**src/rtl/mode_status_ctrl_if.sv**
```systemverilog
// Button-pulse inputs and mode/status outputs of the mode sequencer.
// Latency: none, signal bundle only.
// Backpressure: none; buttons are single-cycle pulses, outputs are levels/pulses.
interface mode_status_ctrl_if #(
    parameter int MW = 2
);
    logic          btn_next;
    logic          btn_prev;
    logic [MW-1:0] mode;
    logic          mode_changed;
    logic          led_status;

    // Driver side: button debouncers feed pulses, display logic consumes mode/status
    modport master (
        output btn_next,
        output btn_prev,
        input  mode,
        input  mode_changed,
        input  led_status
    );

    // Sequencer side
    modport slave (
        input  btn_next,
        input  btn_prev,
        output mode,
        output mode_changed,
        output led_status
    );
endinterface

```
**src/rtl/mode_status_ctrl.sv**
```systemverilog
// Mode sequencer with idle auto-return and a burst-coded status LED (m+1 blinks in mode m).
// Latency: mode/mode_changed/led_status update one clock after the causing button pulse or tick.
// Backpressure: none; every single button pulse is acted on, simultaneous next+prev is dropped.
module mode_status_ctrl #(
    parameter int NUM_MODES   = 4,
    parameter int CLK_FREQ_HZ = 50000000,
    parameter int BLINK_HZ    = 2,
    parameter int GAP_HALVES  = 4,
    parameter int IDLE_HALVES = 120,
    parameter int MW          = ($clog2(NUM_MODES) > 1) ? $clog2(NUM_MODES) : 1
) (
    input  logic                clk,
    input  logic                rst,
    mode_status_ctrl_if.slave   bus
);

    localparam int HALF = CLK_FREQ_HZ / (2 * BLINK_HZ);
    localparam int DW   = (HALF > 1) ? $clog2(HALF) : 1;
    localparam int GW   = ($clog2(GAP_HALVES + 1) > 1) ? $clog2(GAP_HALVES + 1) : 1;
    localparam int IW   = ($clog2(IDLE_HALVES + 1) > 1) ? $clog2(IDLE_HALVES + 1) : 1;

    localparam logic [DW-1:0] DIV_LAST  = DW'(HALF - 1);
    localparam logic [GW-1:0] GAP_LAST  = GW'(GAP_HALVES - 1);
    localparam logic [IW-1:0] IDLE_MAX  = IW'(IDLE_HALVES);
    localparam logic [IW-1:0] IDLE_LAST = IW'((IDLE_HALVES > 0) ? IDLE_HALVES - 1 : 0);
    localparam logic [MW-1:0] MODE_LAST = MW'(NUM_MODES - 1);

    typedef enum logic [1:0] {
        ST_ON  = 2'd0,
        ST_OFF = 2'd1,
        ST_GAP = 2'd2
    } state_t;

    state_t        state_q;
    logic [MW-1:0] mode_q, mode_d;
    logic          mode_changed_q;
    logic          led_q;
    logic [DW-1:0] div_cnt_q;
    logic [MW-1:0] pulse_cnt_q;
    logic [GW-1:0] gap_cnt_q;
    logic [IW-1:0] idle_cnt_q, idle_cnt_d;

    logic tick;
    logic btn_evt;
    logic idle_en;
    logic timeout;
    logic mode_chg;

    // Half-period tick, idle-timeout detection and single-button qualification
    always_comb begin
        tick    = (div_cnt_q == DIV_LAST);
        btn_evt = bus.btn_next ^ bus.btn_prev;
        idle_en = (IDLE_HALVES > 0) && (mode_q != '0);
        timeout = idle_en && tick && (idle_cnt_q >= IDLE_LAST);
    end

    // Next mode and idle counter; a button wins over a coincident timeout
    always_comb begin
        mode_d     = mode_q;
        idle_cnt_d = idle_cnt_q;
        if (bus.btn_next && !bus.btn_prev) begin
            mode_d = (mode_q == MODE_LAST) ? '0 : mode_q + 1'b1;
        end else if (bus.btn_prev && !bus.btn_next) begin
            mode_d = (mode_q == '0) ? MODE_LAST : mode_q - 1'b1;
        end else if (timeout) begin
            mode_d = '0;
        end
        mode_chg = (mode_d != mode_q);

        if (btn_evt || timeout || !idle_en) begin
            idle_cnt_d = '0;
        end else if (tick && (idle_cnt_q != IDLE_MAX)) begin
            idle_cnt_d = idle_cnt_q + 1'b1;
        end
    end

    // Mode register, prescaler and blink FSM; a mode change restarts the burst at ON
    always_ff @(posedge clk) begin
        if (rst) begin
            mode_q         <= '0;
            mode_changed_q <= 1'b0;
            led_q          <= 1'b0;
            div_cnt_q      <= '0;
            pulse_cnt_q    <= '0;
            gap_cnt_q      <= '0;
            idle_cnt_q     <= '0;
            state_q        <= ST_GAP;
        end else begin
            mode_q         <= mode_d;
            mode_changed_q <= mode_chg;
            idle_cnt_q     <= idle_cnt_d;
            if (mode_chg) begin
                div_cnt_q   <= '0;
                pulse_cnt_q <= '0;
                state_q     <= ST_ON;
                led_q       <= 1'b1;
            end else begin
                div_cnt_q <= tick ? '0 : div_cnt_q + 1'b1;
                if (tick) begin
                    case (state_q)
                        ST_ON: begin
                            led_q <= 1'b0;
                            if (pulse_cnt_q == mode_q) begin
                                state_q   <= ST_GAP;
                                gap_cnt_q <= '0;
                            end else begin
                                state_q     <= ST_OFF;
                                pulse_cnt_q <= pulse_cnt_q + 1'b1;
                            end
                        end
                        ST_OFF: begin
                            state_q <= ST_ON;
                            led_q   <= 1'b1;
                        end
                        ST_GAP: begin
                            if (gap_cnt_q == GAP_LAST) begin
                                state_q     <= ST_ON;
                                pulse_cnt_q <= '0;
                                led_q       <= 1'b1;
                            end else begin
                                gap_cnt_q <= gap_cnt_q + 1'b1;
                                led_q     <= 1'b0;
                            end
                        end
                        default: begin
                            state_q   <= ST_GAP;
                            gap_cnt_q <= '0;
                            led_q     <= 1'b0;
                        end
                    endcase
                end
            end
        end
    end

    assign bus.mode         = mode_q;
    assign bus.mode_changed = mode_changed_q;
    assign bus.led_status   = led_q;

endmodule

```
**src/flat_wrapper.sv**
```systemverilog
// flat-port wrapper written by rule: the top's interface ports become plain ports
module mode_status_ctrl_flat 
#(
    parameter int NUM_MODES   = 4,
    parameter int CLK_FREQ_HZ = 50000000,
    parameter int BLINK_HZ    = 2,
    parameter int GAP_HALVES  = 4,
    parameter int IDLE_HALVES = 120,
    parameter int MW          = ($clog2(NUM_MODES) > 1) ? $clog2(NUM_MODES) : 1
)
  (clk, rst, bus_btn_next, bus_btn_prev, bus_mode, bus_mode_changed, bus_led_status);
  mode_status_ctrl_if #(.MW(MW)) bus_i ();
  input  logic clk;
  input  logic rst;
  input wire logic [$bits(bus_i.btn_next)-1:0] bus_btn_next;
  input wire logic [$bits(bus_i.btn_prev)-1:0] bus_btn_prev;
  output wire logic [$bits(bus_i.mode)-1:0] bus_mode;
  output wire logic [$bits(bus_i.mode_changed)-1:0] bus_mode_changed;
  output wire logic [$bits(bus_i.led_status)-1:0] bus_led_status;
  assign bus_i.btn_next = bus_btn_next;
  assign bus_i.btn_prev = bus_btn_prev;
  assign bus_mode = bus_i.mode;
  assign bus_mode_changed = bus_i.mode_changed;
  assign bus_led_status = bus_i.led_status;
  mode_status_ctrl #(.NUM_MODES(NUM_MODES), .CLK_FREQ_HZ(CLK_FREQ_HZ), .BLINK_HZ(BLINK_HZ), .GAP_HALVES(GAP_HALVES), .IDLE_HALVES(IDLE_HALVES), .MW(MW)) u_core (.clk(clk), .rst(rst), .bus(bus_i));
endmodule
```
**config.mk**
```make
export PLATFORM = sky130hd
export DESIGN_NAME = mode_status_ctrl_flat
export DESIGN_NICKNAME = d
export VERILOG_FILES = /design/src/rtl/mode_status_ctrl_if.sv /design/src/rtl/mode_status_ctrl.sv /design/src/flat_wrapper.sv
export SDC_FILE = /design/constraint.sdc
export NUM_CORES = 1
export LEC_CHECK = 0
export ABC_AREA = 1
export CAP_MARGIN = 30
export CORE_MARGIN = 10
export CORE_UTILIZATION = 45
export CTS_BUF_LIST = sky130_fd_sc_hd__clkbuf_8
export DETAILED_ROUTE_END_ITERATION = 10
export HOLD_SLACK_MARGIN = 0.05
export SLEW_MARGIN = 10
export SYNTH_ARGS = -nofsm -noshare
export SYNTH_HDL_FRONTEND = slang
export SYNTH_SLANG_ARGS = --single-unit
```
**constraint.sdc**
```tcl
create_clock -name clk -period 3.75 [get_ports clk]
set_input_delay 1.125 -clock clk [delete_from_list [all_inputs] [get_ports clk]]
set_output_delay 1.125 -clock clk [all_outputs]
set_load 0.01 [all_outputs]
```
==> implementation parameters <==
Parameter                              Value

Critical path
  WS Path Type    in -> reg
  Required time at the worst-slack endpoint    3.97 ns
  R2R cell count    13
  RR Startpoint    u_core.bus.mode[0]$_SDFF_PP0_
  Crit path cell chain    clkdlybuf4s50_1 -> inv_1 -> ha_1 -> nor2_1 -> nand2_1 -> nand2_1 -> nand2_1 -> nand2_1 -> nand2_1 -> nor2_4 -> nand3_4 -> nor3b_1
  Worst path most repeated cell    sky130_fd_sc_hd__nand2_1
  Arrival time at the worst endpoint    3.11 ns
  R2R Path End    u_core.div_cnt_q[12]$_SDFF_PP0_
  Type of element capturing the critical path    flop
  Worst-case register-to-register setup slack    1.36 ns
  Crit path launch type    input port
  Slowest cell on the critical path    sky130_fd_sc_hd__clkdlybuf4s50_1
  Maximum fanout encountered on the critical timing path    24
  CP max stage delay    0.49 ns

Clock network
  Deepest level of the CTS H-tree    2
  Clock Sink Count    42
  Number of buffers inserted to repair setup after CTS    0
  CTS tree    built
  Total of cells resized after clock tree synthesis    0
  Clock root buffer    sky130_fd_sc_hd__clkbuf_8
  Clock Path Buffers    2
  Number of clock buffers inserted by TritonCTS    5
  Clock transition at the registers of the reported paths    0.09 ns
  Latest clock arrival within the worst-skew pair    0.30 ns
  Count of hold buffers inserted by post-cts repair    0

Yosys
  Gate count of the mapped netlist    344
  YS warnings    0
  Area share of the largest cell type after synthesis    34.5%
  Post-synthesis net count    360
  Total standard cell area after synthesis    0.00243 mm²
  Largest cells by area after synthesis    sky130_fd_sc_hd__dfxtp_1, sky130_fd_sc_hd__nand2_1, sky130_fd_sc_hd__inv_1, sky130_fd_sc_hd__nor2_1, sky130_fd_sc_hd__ha_1
  Number of storage elements in the synthesis netlist    42
  Syn Area/Cell    7.08 µm²
  Unique cell type count in the Yosys netlist    32
  Cell taking the most area after synthesis    sky130_fd_sc_hd__dfxtp_1
  Register area share after synthesis    34.5%

Die
  Effective utilization at floorplan    47.1%
  I/O pin count    8
  Height of the chip    93.6 µm
  Die ar.    0.00875 mm²
  Die width    93.6 µm
  Placeable core area    0.00517 mm²
  Number of rows created at floorplan    26

Route
  Iter 0 DRT Violations    124
  Metal2 WL    2250 µm
  Vias per cell    5.03
  Top metal layer carrying routed signals    met4
  First-pass iteration count of the detailed router    4
  Total number of vias    2148
  Met3 routed WL    186 µm
  Remaining design rule violation count    0
  Number of antenna-violating nets in the routed design    0
  Met1 layer wirelength in the final routing    2440 µm
  Wirelength per Cell    11.6 µm
  Total wire length after detailed routing    4940 µm

Global route
  Total global routing overflow    0
  Wire length of the first global-routing pass    8910 µm
  Via count of the first global-routing pass    2063
  Total routing usage reported by global routing    12.2%
  Pin count of the biggest net entering global routing    25
  Number of antenna violations at the first check in global routing    0

Timing
  Maximum frequency from static timing analysis    0.346 GHz
  Transition time at the pin with the least slew margin    0.365 ns
  Accumulated negative setup slack    0 ns
  Fin Clk Skew    0.00835 ns
  RSZ-0062 raised after global routing    no
  Number of hold violations in the final report    0
  Fin. max-slew vios    0
  Setup-failing EPs final    0
  Final period utilization    77.1%
  Relative max-transition margin    75.4%
  Minimum clock period    2.89 ns

Flow run
  Total of max-cap violations    0

Pwr
  Power density over cell area    367 mW/mm²
  Lkg Pwr    1.03 nW
  Worst vdd rail ir drop    0.000234 V

Outcome
  Result of the run    complete, no violations

Finish
  Reg area    841 µm²
  Layout cell share with drive strength beyond 1    9.52%
  Area occupied by multi-input gates    0.00139 mm²
  Fillcell total    519
  Final antenna diode count    0
  Synthesis-to-layout area growth    11.5%
  Number of nets in the layout    372
  Final core area utilization    52.5%

Hold path
  Number of cells on the worst hold path    1
  Worst Hold Class    reg -> reg
  Endpoint of the worst hold-timing path    u_core.div_cnt_q[0]$_SDFF_PP0_
  Hold Startpoint    u_core.div_cnt_q[0]$_SDFF_PP0_

Placement
  HPWL after DPL    3750 µm
  Number of input and output port buffers inserted    7
  Final weighted congestion of routability-driven global placement    0.828
==> routing by layer <==
| metal | vias up | track usage, % |
|---|---|---|
| li1 | 1154 | - |
| met2 | 31 | 20.4 |
| met3 | 6 | 2.88 |
| met4 | 0 | 4.05 |
| met1 | 957 | 14.9 |
| met5 | - | 0 |
==> where the power goes <==
group / internal, mW / total, mW / leakage (nW) / switching [mW]
Sequential: 0.454 / 0.462 / 0.340 / 0.00781
Combinational: 0.0365 / 0.103 / 0.620 / 0.0670
Clock: 0.267 / 0.431 / 0.0683 / 0.164
==> flip-flops by register name, indices dropped and copies added, names as in the netlist <==
register,flops
u_core.bus.led_status,1
u_core.bus.mode,2
u_core.bus.mode_changed,1
u_core.div_cnt_q,24
u_core.gap_cnt_q,3
u_core.idle_cnt_q,7
u_core.pulse_cnt_q,2
u_core.state_q,2
==> kinds of logic after synthesis <==
family                     Yosys count  share of synthesized area (%)
buffers and inverters               51                           8.22
DFF                                 42                           34.5
AOI/OAI and AO/OA                   36                           8.02
and+or+nand+nor                    196                           40.5
adders and majority gates           12                           6.17
xor gates and xnor gates             7                           2.52
==> stage by stage <==
stage,hold slack [ns],instance area [µm²],worst slack (ns),power (mW),cells
5_1_grt,0.495,2710,0.603,1.04,427
4_1_cts,0.472,2710,0.838,1.01,427
6_report,0.459,2710,0.858,0.997,427
2_1_floorplan,0.417,2430,1.34,0.548,344
3_3_place_gp,0.447,2580,0.582,0.577,419
3_5_place_dp,0.459,2580,0.530,0.577,419
==> worst max-delay path: cells and delay by family <==
family / cells / cell delay (ns)
AND/OR/NAND/NOR: 9 / 1.23
buffers and inverters: 2 / 0.54
adder cells (fa/ha/maj): 1 / 0.21
==> cell usage after synthesis <==
master,instances
sky130_fd_sc_hd__buf_2,1
sky130_fd_sc_hd__xor2_1,4
sky130_fd_sc_hd__nor2_4,2
sky130_fd_sc_hd__nor3_2,5
sky130_fd_sc_hd__a31oi_1,2
sky130_fd_sc_hd__nand3_2,2
sky130_fd_sc_hd__nand4_1,14
sky130_fd_sc_hd__dfxtp_1,42
sky130_fd_sc_hd__nand3_1,20
sky130_fd_sc_hd__nor4_2,1
sky130_fd_sc_hd__nand2_2,6
sky130_fd_sc_hd__nor2_1,46
sky130_fd_sc_hd__o21a_1,3
sky130_fd_sc_hd__nor2_2,3
sky130_fd_sc_hd__and2_2,1
sky130_fd_sc_hd__nand3_4,1
sky130_fd_sc_hd__nor3_1,9
sky130_fd_sc_hd__ha_1,12
sky130_fd_sc_hd__buf_6,1
sky130_fd_sc_hd__a21oi_1,21
sky130_fd_sc_hd__inv_1,49
sky130_fd_sc_hd__xnor2_1,3
sky130_fd_sc_hd__o21ai_0,8
sky130_fd_sc_hd__nor3b_1,5
sky130_fd_sc_hd__a211oi_1,1
sky130_fd_sc_hd__and3_1,1
sky130_fd_sc_hd__nor3b_2,3
sky130_fd_sc_hd__o211ai_1,1
sky130_fd_sc_hd__or2_2,2
sky130_fd_sc_hd__nand2_1,67
sky130_fd_sc_hd__or2_0,1
sky130_fd_sc_hd__nor4_1,7
==> worst max path at each step <==
stage                             from                         endpoint  cells past startpoint
final                     bus_btn_next  u_core.div_cnt_q[12]$_SDFF_PP0_                     12
after global routing      bus_btn_next   u_core.div_cnt_q[9]$_SDFF_PP0_                     12
after CTS                 bus_btn_next  u_core.div_cnt_q[12]$_SDFF_PP0_                     12
after detailed placement  bus_btn_next  u_core.div_cnt_q[12]$_SDFF_PP0_                     12
after global placement    bus_btn_next   u_core.div_cnt_q[3]$_SDFF_PP0_                     12
after floorplan           bus_btn_next  u_core.div_cnt_q[19]$_SDFF_PP0_                     12
==> layout by cell type, fill, tap and decap left out, types with 3 or more instances in the layout <==
| master | n |
|---|---|
| sky130_fd_sc_hd__a21oi_1 | 21 |
| sky130_fd_sc_hd__clkbuf_8 | 5 |
| sky130_fd_sc_hd__clkdlybuf4s50_1 | 7 |
| sky130_fd_sc_hd__dfxtp_1 | 42 |
| sky130_fd_sc_hd__ha_1 | 12 |
| sky130_fd_sc_hd__inv_1 | 49 |
| sky130_fd_sc_hd__nand2_1 | 67 |
| sky130_fd_sc_hd__nand2_2 | 6 |
| sky130_fd_sc_hd__nand3_1 | 20 |
| sky130_fd_sc_hd__nand4_1 | 14 |
| sky130_fd_sc_hd__nor2_1 | 46 |
| sky130_fd_sc_hd__nor2_2 | 3 |
| sky130_fd_sc_hd__nor3_1 | 9 |
| sky130_fd_sc_hd__nor3_2 | 5 |
| sky130_fd_sc_hd__nor3b_1 | 5 |
| sky130_fd_sc_hd__nor3b_2 | 3 |
| sky130_fd_sc_hd__nor4_1 | 7 |
| sky130_fd_sc_hd__o21a_1 | 3 |
| sky130_fd_sc_hd__o21ai_0 | 8 |
| sky130_fd_sc_hd__xnor2_1 | 3 |
| sky130_fd_sc_hd__xor2_1 | 4 |
==> area by class of cell <==
class                   instances  share of cell area [%]
clock buffers                   5                    2.54
clock inverters                 3                    2.54
inverters                      49                    6.78
multi-input cells             251                    51.4
flip-flops and latches         42                    31.0
well taps                      70                    3.23
repair buffers                  7                    2.58
(Power assumes the default switching activity.)
